===== src/rtl/blinker_pkg.sv =====
// Shared types for the blinker LED path: pattern modes, bounce direction and reset mode.
package blinker_pkg;

  localparam int unsigned MODE_W = 2;

  typedef enum logic [MODE_W-1:0] {
    MODE_HOLD   = 2'd0,
    MODE_TOGGLE = 2'd1,
    MODE_SHIFT  = 2'd2,
    MODE_BOUNCE = 2'd3
  } mode_e;

  typedef enum logic {
    DIR_LEFT  = 1'b0,
    DIR_RIGHT = 1'b1
  } dir_e;

  localparam mode_e RESET_MODE = MODE_TOGGLE;

endpackage : blinker_pkg


===== src/rtl/blinker_tick_prescaler.sv =====
// Divides accepted ticks by div_i+1; fire_c_o marks the tick that completes a period.
module blinker_tick_prescaler #(
  parameter int unsigned DIV_W = 4
) (
  input  logic             clk,
  input  logic             rst_n,
  input  logic             accept_i,
  input  logic             clear_i,
  input  logic [DIV_W-1:0] div_i,
  output logic             fire_c_o
);

  logic [DIV_W-1:0] count_q;
  logic [DIV_W-1:0] count_d;
  logic             at_limit;

  // >= rather than == so a divisor shrunk below the count still fires next tick
  assign at_limit = (count_q >= div_i);
  assign fire_c_o = accept_i & ~clear_i & at_limit;

  always_comb begin
    count_d = count_q;
    if (clear_i) begin
      count_d = '0;
    end else if (accept_i) begin
      count_d = at_limit ? '0 : count_q + DIV_W'(1);
    end
  end

  always_ff @(posedge clk or negedge rst_n) begin
    if (!rst_n) begin
      count_q <= '0;
    end else begin
      count_q <= count_d;
    end
  end

endmodule : blinker_tick_prescaler


===== src/rtl/blinker_led_sequencer.sv =====
// Turns prescaled ticks into LED patterns (hold/toggle/shift/bounce) with step and wrap pulses.
module blinker_led_sequencer
  import blinker_pkg::*;
#(
  parameter int unsigned LED_W = 8,
  parameter int unsigned DIV_W = 4
) (
  input  logic              system1000,
  input  logic              system1000_rstn,
  input  logic              tick_i,
  input  logic [DIV_W-1:0]  div_i,
  input  logic [MODE_W-1:0] mode_i,
  input  logic              mode_load_i,
  input  logic              pause_i,
  output logic [LED_W-1:0]  leds_o,
  output logic              step_o,
  output logic              wrap_o
);

  localparam logic [LED_W-1:0] LED_ONE = LED_W'(1);

  mode_e            mode_q, mode_d;
  dir_e             dir_q, dir_d;
  logic [LED_W-1:0] leds_q, leds_d;
  logic             step_q, step_d;
  logic             wrap_q, wrap_d;

  logic             accept;
  logic             fire;
  logic [LED_W-1:0] leds_inv;
  logic [LED_W-1:0] leds_rol;
  logic [LED_W-1:0] leds_shl;
  logic [LED_W-1:0] leds_shr;

  // A mode load swallows any coincident tick
  assign accept = tick_i & ~pause_i & ~mode_load_i;

  blinker_tick_prescaler #(
    .DIV_W (DIV_W)
  ) u_prescaler (
    .clk      (system1000),
    .rst_n    (system1000_rstn),
    .accept_i (accept),
    .clear_i  (mode_load_i),
    .div_i    (div_i),
    .fire_c_o (fire)
  );

  assign leds_inv = ~leds_q;
  assign leds_rol = {leds_q[LED_W-2:0], leds_q[LED_W-1]};
  assign leds_shl = {leds_q[LED_W-2:0], 1'b0};
  assign leds_shr = {1'b0, leds_q[LED_W-1:1]};

  always_comb begin
    mode_d = mode_q;
    dir_d  = dir_q;
    leds_d = leds_q;
    step_d = 1'b0;
    wrap_d = 1'b0;

    if (mode_load_i) begin
      mode_d = mode_e'(mode_i);
      dir_d  = DIR_LEFT;
      unique case (mode_e'(mode_i))
        MODE_HOLD:   leds_d = leds_q;
        MODE_TOGGLE: leds_d = '0;
        default:     leds_d = LED_ONE;
      endcase
    end else if (fire) begin
      step_d = 1'b1;
      unique case (mode_q)
        MODE_HOLD: begin
          leds_d = leds_q;
        end
        MODE_TOGGLE: begin
          leds_d = leds_inv;
          wrap_d = (leds_inv == '0);
        end
        MODE_SHIFT: begin
          leds_d = leds_rol;
          wrap_d = (leds_rol == LED_ONE);
        end
        MODE_BOUNCE: begin
          // Direction flips on the step that lands on an end bit
          if (dir_q == DIR_LEFT) begin
            leds_d = leds_shl;
            if (leds_shl[LED_W-1]) begin
              dir_d  = DIR_RIGHT;
              wrap_d = 1'b1;
            end
          end else begin
            leds_d = leds_shr;
            if (leds_shr == LED_ONE) begin
              dir_d  = DIR_LEFT;
              wrap_d = 1'b1;
            end
          end
        end
        default: leds_d = leds_q;
      endcase
    end
  end

  always_ff @(posedge system1000 or negedge system1000_rstn) begin
    if (!system1000_rstn) begin
      mode_q <= RESET_MODE;
      dir_q  <= DIR_LEFT;
      leds_q <= '0;
      step_q <= 1'b0;
      wrap_q <= 1'b0;
    end else begin
      mode_q <= mode_d;
      dir_q  <= dir_d;
      leds_q <= leds_d;
      step_q <= step_d;
      wrap_q <= wrap_d;
    end
  end

  assign leds_o = leds_q;
  assign step_o = step_q;
  assign wrap_o = wrap_q;

endmodule : blinker_led_sequencer


===== config.mk =====
export PLATFORM = sky130hd
export DESIGN_NAME = blinker_led_sequencer
export DESIGN_NICKNAME = d
export VERILOG_FILES = /design/src/rtl/blinker_pkg.sv /design/src/rtl/blinker_tick_prescaler.sv /design/src/rtl/blinker_led_sequencer.sv
export SDC_FILE = /design/constraint.sdc
export NUM_CORES = 1
export LEC_CHECK = 0
export ABC_AREA = 1
export CORE_MARGIN = 2
export CORE_UTILIZATION = 46
export DETAILED_ROUTE_END_ITERATION = 8
export PLACE_DENSITY = 0.74
export RECOVER_POWER = 50
export SYNTH_ARGS = -nofsm -noshare
export SYNTH_HDL_FRONTEND = slang
export SYNTH_HIERARCHICAL = 1
export SYNTH_SLANG_ARGS = --single-unit

===== constraint.sdc =====
create_clock -name system1000 -period 1.6 [get_ports system1000]
set_input_delay 0.24 -clock system1000 [delete_from_list [all_inputs] [get_ports system1000]]
set_output_delay 0.24 -clock system1000 [all_outputs]
set_load 0.005 [all_outputs]

==> results of run 1 <==
-- worst max-delay path by stage --
stage	end	slack [ns]	cells after the start
floorplan	leds_o[1]	0.02	13
global placement	leds_o[1]	-0.37	13
detailed placement	leds_o[5]	-0.41	13
CTS	leds_o[4]	-0.07	13
global route	leds_o[6]	-0.1	12
finish	leds_o[6]	-0.06	1
-- power breakdown --
| part | switching, mW | internal (mW) | total [mW] | leakage [nW] |
|---|---|---|---|---|
| sequential | 0.110 | 0.483 | 0.593 | 0.218 |
| clock | 0.141 | 0.0932 | 0.234 | 0.0177 |
| combinational | 0.204 | 0.202 | 0.406 | 0.533 |
| total | 0.455 | 0.778 | 1.23 | 0.769 |
-- worst reg2reg max path, stage by stage (launching register included) --
cell	delay [ns]
dfrtp_1	0.43
ha_4	0.30
nand2_2	0.05
inv_2	0.04
nand2_2	0.05
nand3_2	0.07
nand2_1	0.06
inv_2	0.07
nor2_2	0.04
inv_2	0.10
nand2_2	0.11
nand2_1	0.11
nand2_2	0.05
-- per-stage QoR --
stage               hold WS (ns)  worst slack [ns]  setup TNS [ns]
finish                    0.5093          -0.06101        -0.08144
global route              0.5342          -0.09560         -0.9661
CTS                       0.2579          -0.07354         -0.4368
detailed placement        0.5439           -0.4150          -4.234
global placement          0.5358           -0.3735          -3.515
floorplan               -0.05559           0.01688               0
-- cells in the mapped netlist, drive strengths merged --
| master | number |
|---|---|
| nor2 | 20 |
| nand3 | 8 |
| a31oi | 1 |
| ha | 5 |
| o211ai | 3 |
| nand4 | 2 |
| nand2 | 48 |
| clkbuf | 1 |
| dfstp | 1 |
| inv | 23 |
| o21ai | 15 |
| nor3b | 1 |
| dfrtp | 16 |
| or2 | 4 |
| nor3 | 2 |
| a21oi | 17 |
| buf | 2 |
| o21bai | 4 |
-- cells by family after synthesis --
group | after synthesis
buffers and inverters | 26
and+or+nand+nor | 85
DFF | 17
adders and majority gates | 5
AOI/OAI and AO/OA | 40
-- metal layers --
layer	track usage	routed length, um	vias to the layer above
met2	0.3855	1676	62
met1	0.3442	1374	576
met3	0.03005	209	15
li1	-	-	636
met4	0.1208	114	0
met5	0	0	-
-- placed cells by master, fill, tap and decap left out, types with 4 or more instances in the layout --
master | synthesis | routed
clkdlybuf4s50_1 | 0 | 16
nor2_1 | 19 | 17
dfrtp_1 | 16 | 13
buf_4 | 0 | 13
nand2_2 | 2 | 13
inv_2 | 3 | 10
nand3_1 | 8 | 7
inv_1 | 20 | 12
o21ai_1 | 6 | 7
o21ai_0 | 8 | 6
o21bai_1 | 4 | 4
nand2_1 | 46 | 35
ha_4 | 0 | 4
a21oi_1 | 17 | 15
-- registers in the layout, summed over array words and instances, names as in the netlist --
register,flops
leds_o,8
mode_q,2
step_o,1
dir_q,1
u_prescaler/count_q,4
wrap_o,1
-- final cells by class --
cell class | count | share of cell area
sequential | 17 | 0.2606
tap | 30 | 0.02273
inverter | 23 | 0.05530
clock inverter | 1 | 0.003030
clock buffer | 3 | 0.01364
multi-input combinational | 131 | 0.4576
timing repair buffer | 34 | 0.1871
-- what timing repair did --
| action | CTS | global route |
|---|---|---|
| buffers inserted | 0 | 2 |
| gates cloned | 1 | 0 |
| endpoints found under the setup margin | 11 | 16 |
| gates resized for setup | 10 | 30 |
| pin swaps | 10 | 11 |
==> reports/results.ini, run 1 <==
[run_status]
run_status=finished with violations
violations=negative setup slack

[placement]
place_area_sq_um=1489
io_buffer_count=20
routabilityCongestion=0.9521
place_inst=232
hpwl_um=2207

[worst_hold_path]
worstHoldPathType=primary input to flip-flop
worstHoldEndpoint=mode_q[0]
worstHoldStart=mode_i[0]
hold_depth=3

[final_layout]
inserted_diodes=0
final-instance-count-excl-fill=239
multi_input_comb_area_sq_um=755.7
layout-area-overhead-vs-synth_pct=41.18
n_fill_cell=202
utilization=0.6790
fin_nets=226
layout-drive-gt1-share=0.2919
layout.area.seq_sq_um=430.4
finalInstanceArea_sq_um=1652

[grt]
grt_max_degree=18
grt_pass1_vias=1124
globalRouteTotalUtil=0.2493
first_pass_grt_wire_length_um=5223
grt_overflow_total=0
antenna_found_initial=0

[logic_synthesis]
synth.distinct_cells=24
main_combinational_cell_family_by_area_after_synthesis=simple AND/OR/NAND/NOR gates
netlist.top_cell.by_area=dfrtp_1
yosys.area_share.simple=0.3059
yosys_warn_count=6
number_of_register_bits_inferred_by_synthesis=17
yosys.area_share.adder=0.05348
synth_compound_area_frac=0.1904
yosys.area.top_type_share=0.3422
post_synth.cell_area_avg_sq_um=6.762
synth_sequential_area_ratio=0.3647
syn-cell-area_sq_um=1170
xor_and_xnor_fraction_of_the_mapped_netlist_area=0
netlist_instances=173
netlist_top_cells_area=dfrtp_1, nand2_1, a21oi_1
synth.mux.area_fraction=0
syn_nets=189

[cts]
worst_skew_pair.late_latency_ns=0.30
tritoncts_clock_tree=done
ctsRootBufferMaster=clkbuf_4
path_clk_slew_ns=0.10
h-tree-depth=1
cts_made_buffers=3
cts_sinks=17
cts_hold_buf=0
clock_tree.buffer_depth=2

[drt]
drt_wl_total_um=3374
routed_via_density=5.393
drtAntennaViolNets=0
drt_iter0_markers=53
detailedRoute.firstPassIterationCount=4
route.detailed.drc=0
detail_route.wl_per_cell_um=14.12
detailroute.via_count=1289

[sta]
final_max_slew_viol_count=0
timing.slew.headroom=0.3655
rsz0062_at_grt=yes
tightestPinTransition_ns=0.9518
setup_viol=2
timing.final.crit_share=1.038
smallest_setup_slack_after_layout_ns=-0.06101
finalHoldViolCount=0
finalCriticalPeriod_ns=1.661
max_freq_ghz=0.6020
clock_skew_ns=0.004304

[setup_path]
worst_r2r_startpoint=u_prescaler/count_q[3]
rr_worst_depth=12
cp_data_arrival_time_ns=1.42
worstPathCellList=clkdlybuf4s50_1
cpMaxStageDelayCell=clkdlybuf4s50_1
cpLargestDelayFamily=buffers and inverters
endpoint_kind=output pin
critical_path.startpoint_type=flip-flop
critPathRequiredTime_ns=1.36
worst_path_class_setup=flip-flop to output pin
critPathLaunch=leds_o[6]
worst-r2r-setup-slack_ns=0.01
cp_num_buf_inv=1
max_stage_delay_ns=0.57
crit_path_max_fanout=9
r2r-end=leds_o[2]

[floorplan]
fp.dieW_um=54.43
boundaryPins=21
full_die_area_sq_um=2963
initial_core_utilization=0.4810
fp-row-count=18
die_h_um=54.43
coreArea_sq_um=2432

[power]
power.density_nw_per_um2=746.5
total_leakage_power_nw=0.7695
total_power_mw=1.233
vdd_drop_max_v=0.0005655

[flow_run]
timing.max_cap.violations=0

Note: power is estimated with default switching activity, not from simulation.
==> inputs of run 2 (changes only) <==
Settings changed: CORE_UTILIZATION 46 to 47, PLACE_DENSITY 0.74 to 0.75, SYNTH_HIERARCHICAL 1 to default.
==> run 2 against run 1 <==
Effect of this change:
- the flow now finishes without violations
- critical path depth did not move
- cell area shrank 4.1%
- hold slack worse by 0.24 ns
- critical path type unchanged
- largest power group unchanged
==> reports/results.ini, run 2 <==
[run_status]
run_status=finished, final reports clean  ; was finished with violations

[sta]
setup_viol=0  ; was 2
finalCriticalPeriod_ns=1.547  ; was 1.661 ns
smallest_setup_slack_after_layout_ns=0.05333  ; was -0.06101 ns
finalHoldViolCount=0  ; unchanged
timing.slew.headroom=0.6100  ; was 0.3655
tightestPinTransition_ns=0.5849  ; was 0.9518 ns
clock_skew_ns=0.005840  ; was 0.004304 ns
max_freq_ghz=0.6466  ; was 0.6020 GHz
timing.final.crit_share=0.9667  ; was 1.038
final_max_slew_viol_count=0  ; unchanged
hold_slack_ns=0.2734  ; was 0.5093 ns

[cts]
tritoncts_clock_tree=done  ; unchanged
path_clk_slew_ns=0.11  ; was 0.10 ns
cts_hold_buf=0  ; unchanged
worst_skew_pair.late_latency_ns=0.30  ; about the same
ctsRootBufferMaster=clkbuf_4  ; unchanged
cts_sinks=17  ; unchanged
h-tree-depth=1  ; unchanged
cts_made_buffers=3  ; unchanged
clock_tree.buffer_depth=2  ; unchanged

[logic_synthesis]
yosys.area.top_type_share=0.3397  ; was 0.3422
synthFlopType=dfrtp_1  ; unchanged
netlist_instances=173  ; unchanged
synthArstFlopShare=1.000  ; unchanged
yosys.cell_count.top_type=nand2_1  ; unchanged
synth_sequential_area_ratio=0.3620  ; was 0.3647
number_of_register_bits_inferred_by_synthesis=17  ; unchanged
netlist_top_cells_area=dfrtp_1, nand2_1, nand3_1  ; was dfrtp_1, nand2_1, a21oi_1
synth.distinct_cells=28  ; was 24
syn-cell-area_sq_um=1179  ; was 1170 sq um
post_synth.cell_area_avg_sq_um=6.813  ; was 6.762 sq um
yosys_warn_count=0  ; was 6
netlist.top_cell.by_area=dfrtp_1  ; unchanged
synthTopCellsByCount=nand2_1, inv_1, nand3_1  ; was nand2_1, inv_1, nor2_1
synth-edff-count=0  ; unchanged
syn_nets=189  ; unchanged

[power]
total_power_mw=1.179  ; was 1.233 mW
power.density_nw_per_um2=744.5  ; was 746.5 nW/um^2
vdd_drop_max_v=0.0007072  ; was 0.0005655 V
total_leakage_power_nw=0.7872  ; was 0.7695 nW

[final_layout]
fin_nets=219  ; was 226
layout-area-overhead-vs-synth_pct=34.40  ; was 41.18%
utilization=0.6512  ; was 0.6790
largest_register_ffs=8  ; unchanged
inserted_diodes=0  ; unchanged
final_common_cell=nand2_1  ; unchanged
layout.cells.most_common_list=nand2_1, inv_1, nand3_1, clkdlybuf4s50_1, dfrtp_1  ; was nand2_1, nor2_1, clkdlybuf4s50_1
n_fill_cell=217  ; was 202
final-instance-count-excl-fill=232  ; was 239
layout-drive-gt1-share=0.2129  ; was 0.2919
layout.area.seq_sq_um=429.2  ; was 430.4 sq um
multi_input_comb_area_sq_um=728.2  ; was 755.7 sq um

[grt]
antenna_found_initial=0  ; unchanged
grt_max_degree=12  ; was 18
globalRouteTotalUtil=0.2202  ; was 0.2493
grt_pass1_vias=1066  ; was 1124
first_pass_grt_wire_length_um=4609  ; was 5223 um
grt_overflow_total=0  ; unchanged

[drt]
drt_iter0_markers=48  ; was 53
detail_route.wl_per_cell_um=13.06  ; was 14.12 um
route.detailed.drc=0  ; unchanged
drt_wl_total_um=3031  ; was 3374 um
drtAntennaViolNets=0  ; unchanged
detailedRoute.firstPassIterationCount=4  ; unchanged
routed_via_density=5.297  ; was 5.393
detailroute.via_count=1229  ; was 1289

[setup_path]
cp_data_arrival_time_ns=1.31  ; was 1.42 ns
endpoint_kind=output pin  ; unchanged
worstPathCellList=clkdlybuf4s50_1  ; unchanged
cp_num_buf_inv=1  ; unchanged
critical_path.startpoint_type=flip-flop  ; unchanged
worst-r2r-setup-slack_ns=0.06  ; was 0.01 ns
critPathRequiredTime_ns=1.36  ; about the same
r2r-end=leds_o[5]  ; was leds_o[2]
max_stage_delay_ns=0.54  ; was 0.57 ns
cpLargestDelayFamily=buffers and inverters  ; unchanged
cpMaxStageDelayCell=clkdlybuf4s50_1  ; unchanged
rr_worst_depth=10  ; was 12
crit_path_max_fanout=5  ; was 9
worst_path_class_setup=flip-flop to output pin  ; unchanged
worst_r2r_startpoint=u_prescaler.count_q[3]  ; was u_prescaler/count_q[3]

[placement]
io_buffer_count=20  ; unchanged
pre_cts_slack_ns=-0.3263  ; was -0.4150 ns
hpwl_um=2222  ; was 2207 um
routabilityCongestion=0.9145  ; was 0.9521
place_inst=227  ; was 232

[flow_run]
timing.max_cap.violations=0  ; unchanged

[floorplan]
full_die_area_sq_um=2924  ; was 2963 sq um
fp-row-count=18  ; unchanged
initial_core_utilization=0.4846  ; was 0.4810
coreArea_sq_um=2432  ; unchanged
boundaryPins=21  ; unchanged
die_h_um=54.08  ; was 54.43 um
fp.dieW_um=54.08  ; was 54.43 um

[worst_hold_path]
worstHoldPathType=primary input to asynchronous set/reset pin  ; was primary input to flip-flop

[run 2: cell count changes after synthesis, moves of 4 or more]
cell | previous run | this run
o21ai_1 | 6 | 2
a21oi_1 | 17 | 10
nand2_1 | 46 | 50
nand3_1 | 8 | 18
o21bai_1 | 4 | 0
nor2_1 | 19 | 11
[run 2: power by group]
part / internal, mW / total, mW / switching (mW)
combinational: 0.183 / 0.386 / 0.203
clock: 0.0933 / 0.240 / 0.146
sequential: 0.477 / 0.554 / 0.0767
[run 2: worst max-delay path by stage]
stage                     cells after the start         to              startpoint  slack (ns)
after floorplan                              10  leds_o[7]  u_prescaler.count_q[2]        0.16
after global placement                       10  leds_o[6]                div_i[3]       -0.29
after detailed placement                     12  leds_o[1]                div_i[1]       -0.33
after CTS                                    10  leds_o[5]                div_i[3]       0.002
after global routing                         12  leds_o[5]                div_i[3]       -0.04
final                                         1  leds_o[2]               leds_o[2]        0.05
[run 2: kinds of logic after synthesis]
logic type               Yosys count  synth area share
buffers and inverters             32            0.1093
flip-flops                        17            0.3620
AND/OR/NAND/NOR                   94            0.3567
AO/OA/AOI/OAI                     23            0.1040
adder cells (fa/ha/maj)            5           0.05308
XOR/XNOR                           2           0.01486
[run 2: final cells by class]
class	instances	area share
clock buffer	3	0.01422
clock inverter	1	0.003160
inverter	29	0.06872
multi-input combinational	125	0.4597
sequential	17	0.2709
tap	30	0.02370
timing repair buffer	27	0.1596
[run 2: what timing repair did]
action / 4_1_cts / 5_1_grt
buffers inserted: 0 / 0
setup endpoints to repair: 8 / 13
gates cloned: 0 / 1
pin swaps: 0 / 7
resized for setup: 3 / 22
[run 2: stage by stage]
| step | instance area, sq um | TNS (ns) |
|---|---|---|
| floorplan | 1179 | 0 |
| global placement | 1449 | -3.276 |
| detailed placement | 1449 | -3.935 |
| CTS | 1484 | 0 |
| global route | 1584 | -0.2133 |
| finish | 1584 | 0 |
[run 2: layer usage]
| layer | track usage | part of all wire | vias to the layer above |
|---|---|---|---|
| li1 | - | - | 615 |
| met1 | 0.2857 | 0.41 | 564 |
| met2 | 0.3760 | 0.51 | 44 |
| met3 | 0.02500 | 0.057 | 6 |
| met4 | 0.07917 | 0.019 | 0 |
| met5 | 0 | 0 | - |
==> inputs of run 3 (changes only) <==
Settings changed: ABC_AREA 1 to default, ABC_CLOCK_PERIOD_IN_PS from default to 1600, CORE_UTILIZATION 47 to 45, PLACE_DENSITY 0.75 to 0.82.
==> run 3 against run 2 <==
Effect of this change:
- the run now ends with negative setup slack left
- count of clock-buffer cells in the layout stayed put
- setup slack worse by 0.21 ns
- synthesized cell count down 35%
- non-clock buffer count up 21
- cell area rose by 4.5%
- global-route usage is 0.47 points higher
- sequential share of layout area is 1.2 points lower
- sequential power is 15% lower
- hold slack improved by 0.035 ns
- cell count fell by 19%
- clock power decreased by 3%
- maximum frequency decreased by 12%
- largest cell class unchanged
- largest power group unchanged
- highest routed layer unchanged
==> reports/results.ini, run 3 <==
[setup_path]
critical_path.startpoint_type=flip-flop  ; unchanged
worst_r2r_startpoint=u_prescaler.count_q[1]  ; was u_prescaler.count_q[3]
cp_data_arrival_time_ns=1.98  ; was 1.31 ns
rr_worst_depth=6  ; was 10
worst-r2r-setup-slack_ns=-0.16  ; was 0.06 ns
r2r-end=u_prescaler.count_q[0]  ; was leds_o[5]
endpoint_kind=flip-flop  ; was output pin
crit_path_max_fanout=5  ; unchanged
worst_path_class_setup=flip-flop to flip-flop  ; was flip-flop to output pin
critPathRequiredTime_ns=1.82  ; was 1.36 ns

[drt]
detailedRoute.firstPassIterationCount=4  ; unchanged
detail_route.wl_per_cell_um=16.05  ; was 13.06 um
detailroute.via_count=1090  ; was 1229
drtAntennaViolNets=0  ; unchanged
drt_iter0_markers=26  ; was 48
routed_via_density=5.798  ; was 5.297
route.detailed.drc=0  ; unchanged
drt_wl_total_um=3018  ; was 3031 um

[logic_synthesis]
synth.distinct_cells=33  ; was 28
netlist_top_cells_area=dfrtp_1, mux2_1, a21oi_1  ; was dfrtp_1, nand2_1, nand3_1
yosys_warn_count=0  ; unchanged
synthFlopType=dfrtp_1  ; unchanged
netlist.top_cell.by_area=dfrtp_1  ; unchanged
synth-edff-count=0  ; unchanged
synthArstFlopShare=1.000  ; unchanged
number_of_register_bits_inferred_by_synthesis=17  ; unchanged
synthTopCellsByCount=dfrtp_1, a21oi_1, nor2_1  ; was nand2_1, inv_1, nand3_1
synth_sequential_area_ratio=0.4055  ; was 0.3620
netlist_instances=113  ; was 173
syn_nets=129  ; was 189
post_synth.cell_area_avg_sq_um=9.312  ; was 6.813 sq um
yosys.area.top_type_share=0.3805  ; was 0.3397
syn-cell-area_sq_um=1052  ; was 1179 sq um
yosys.cell_count.top_type=dfrtp_1  ; was nand2_1

[floorplan]
initial_core_utilization=0.4757  ; was 0.4846
fp.dieW_um=52.36  ; was 54.08 um
die_h_um=52.36  ; was 54.08 um
boundaryPins=21  ; unchanged
fp-row-count=17  ; was 18
coreArea_sq_um=2212  ; was 2432 sq um
full_die_area_sq_um=2741  ; was 2924 sq um

[final_layout]
layout-drive-gt1-share=0.3813  ; was 0.2129
final_common_cell=buf_4  ; was nand2_1
utilization=0.7483  ; was 0.6512
largest_register_ffs=8  ; unchanged
finalInstanceArea_sq_um=1655  ; was 1584 sq um
layout-area-overhead-vs-synth_pct=57.31  ; was 34.40%
layout.cells.most_common_list=buf_4, clkdlybuf4s50_1, dfrtp_1  ; was nand2_1, inv_1, nand3_1, clkdlybuf4s50_1, dfrtp_1
fin_nets=177  ; was 219
inserted_diodes=0  ; unchanged

[cts]
ctsRootBufferMaster=clkbuf_4  ; unchanged
cts_sinks=17  ; unchanged
cts_hold_buf=0  ; unchanged
tritoncts_clock_tree=done  ; unchanged
worst_skew_pair.late_latency_ns=0.29  ; was 0.30 ns
cts_made_buffers=3  ; unchanged
path_clk_slew_ns=0.11  ; about the same
h-tree-depth=1  ; unchanged
clock_tree.buffer_depth=2  ; unchanged

[placement]
hpwl_um=1887  ; was 2222 um
routabilityCongestion=0.7549  ; was 0.9145
io_buffer_count=20  ; unchanged
place_area_sq_um=1405  ; was 1449 sq um

[grt]
globalRouteTotalUtil=0.2250  ; was 0.2202
first_pass_grt_wire_length_um=4623  ; was 4609 um
grt_overflow_total=0  ; unchanged
grt_pass1_vias=1080  ; was 1066
global_route.usage.met3=0.02857  ; was 0.02500
antenna_found_initial=0  ; unchanged
most_congested_layer_reported_by_global_routing=met2  ; unchanged
grt_max_degree=13  ; was 12
grtUsageMet2=0.4354  ; was 0.3760
grt_use_met1=0.2518  ; was 0.2857

[sta]
tightestPinTransition_ns=0.5239  ; was 0.5849 ns
finalHoldViolCount=0  ; unchanged
hold_slack_ns=0.3083  ; was 0.2734 ns
clock_skew_ns=0.006184  ; was 0.005840 ns
timing.final.crit_share=1.099  ; was 0.9667
max_freq_ghz=0.5685  ; was 0.6466 GHz
finalCriticalPeriod_ns=1.759  ; was 1.547 ns
setup_viol=13  ; was 0
timing.slew.headroom=0.6507  ; was 0.6100
final_max_slew_viol_count=0  ; unchanged
smallest_setup_slack_after_layout_ns=-0.1592  ; was 0.05333 ns
rsz0062_at_grt=yes

[run_status]
violations=negative setup slack
run_status=finished with violations  ; was finished, final reports clean

[power]
total_leakage_power_nw=0.7307  ; was 0.7872 nW
power.density_nw_per_um2=574.9  ; was 744.5 nW/um^2
vdd_drop_max_v=0.0004315  ; was 0.0007072 V

[flow_run]
timing.max_cap.violations=0  ; unchanged

[worst_hold_path]
worstHoldPathType=primary input to asynchronous set/reset pin  ; unchanged

[run 3: cells by family after synthesis]
family                     Yosys count  share of synthesized area
muxes                                8                    0.08562
and+or+nand+nor                     40                     0.2021
DFF                                 17                     0.4055
buffers and inverters               11                    0.04280
adders and majority gates            5                    0.05945
AOI/OAI and AO/OA                   32                     0.2045
[run 3: final cells by class]
class                           instances  area, sq um
Clock buffer                            3        22.52
Tap cell                               28        35.03
Sequential cell                        17        429.2
Timing Repair Buffer                   48        432.9
Inverter                                6        22.52
Multi-Input combinational cell         85        708.2
Clock inverter                          1        5.005
Fill cell                             155        556.8
[run 3: stage by stage]
stage	cells	TNS, ns	power [mW]	worst slack [ns]
finish	188	-0.7764	0.9517	-0.1592
global route	188	-2.071	1.001	-0.2675
CTS	184	-0.3358	0.9197	-0.1338
detailed placement	174	-7.773	0.6672	-0.6147
global placement	174	-6.743	0.6583	-0.5315
floorplan	113	0	0.5708	0.007212
[run 3: worst max-delay path by stage]
stage          depth (start not counted)  slack [ns]                   start                endpoint
3_3_place_gp                           7       -0.53                div_i[1]  u_prescaler.count_q[3]
4_1_cts                                7       -0.13  u_prescaler.count_q[0]  u_prescaler.count_q[1]
3_5_place_dp                           8       -0.61                div_i[1]  u_prescaler.count_q[1]
5_1_grt                                6       -0.27  u_prescaler.count_q[1]  u_prescaler.count_q[0]
6_report                               6       -0.16  u_prescaler.count_q[1]  u_prescaler.count_q[0]
2_1_floorplan                          5       0.007  u_prescaler.count_q[1]  u_prescaler.count_q[3]
[run 3: power breakdown]
part	internal (mW)	switching [mW]
logic	0.129	0.120
clock network	0.0928	0.141
registers	0.447	0.0218
total	0.669	0.283
[run 3: layer usage]
layer	routed length, um	part of all wire
met5	0	0
met4	14	0.0046
met3	113	0.037
met2	1659	0.55
met1	1231	0.41
[run 3: worst max-delay path, cell delays in order (launching register included)]
cell and delay (ns):
dfrtp_1 0.40, ha_1 0.27, o211ai_1 0.22, o21ai_2 0.13
buf_4 0.17, or3_1 0.33, a21oi_1 0.17
[run 3: timing repair]
action                     CTS  global route
setup buffers                6             6
resized for setup           10            25
setup endpoints to repair   15            17
hold endpoints to repair     0             0
pin swaps                   12             9
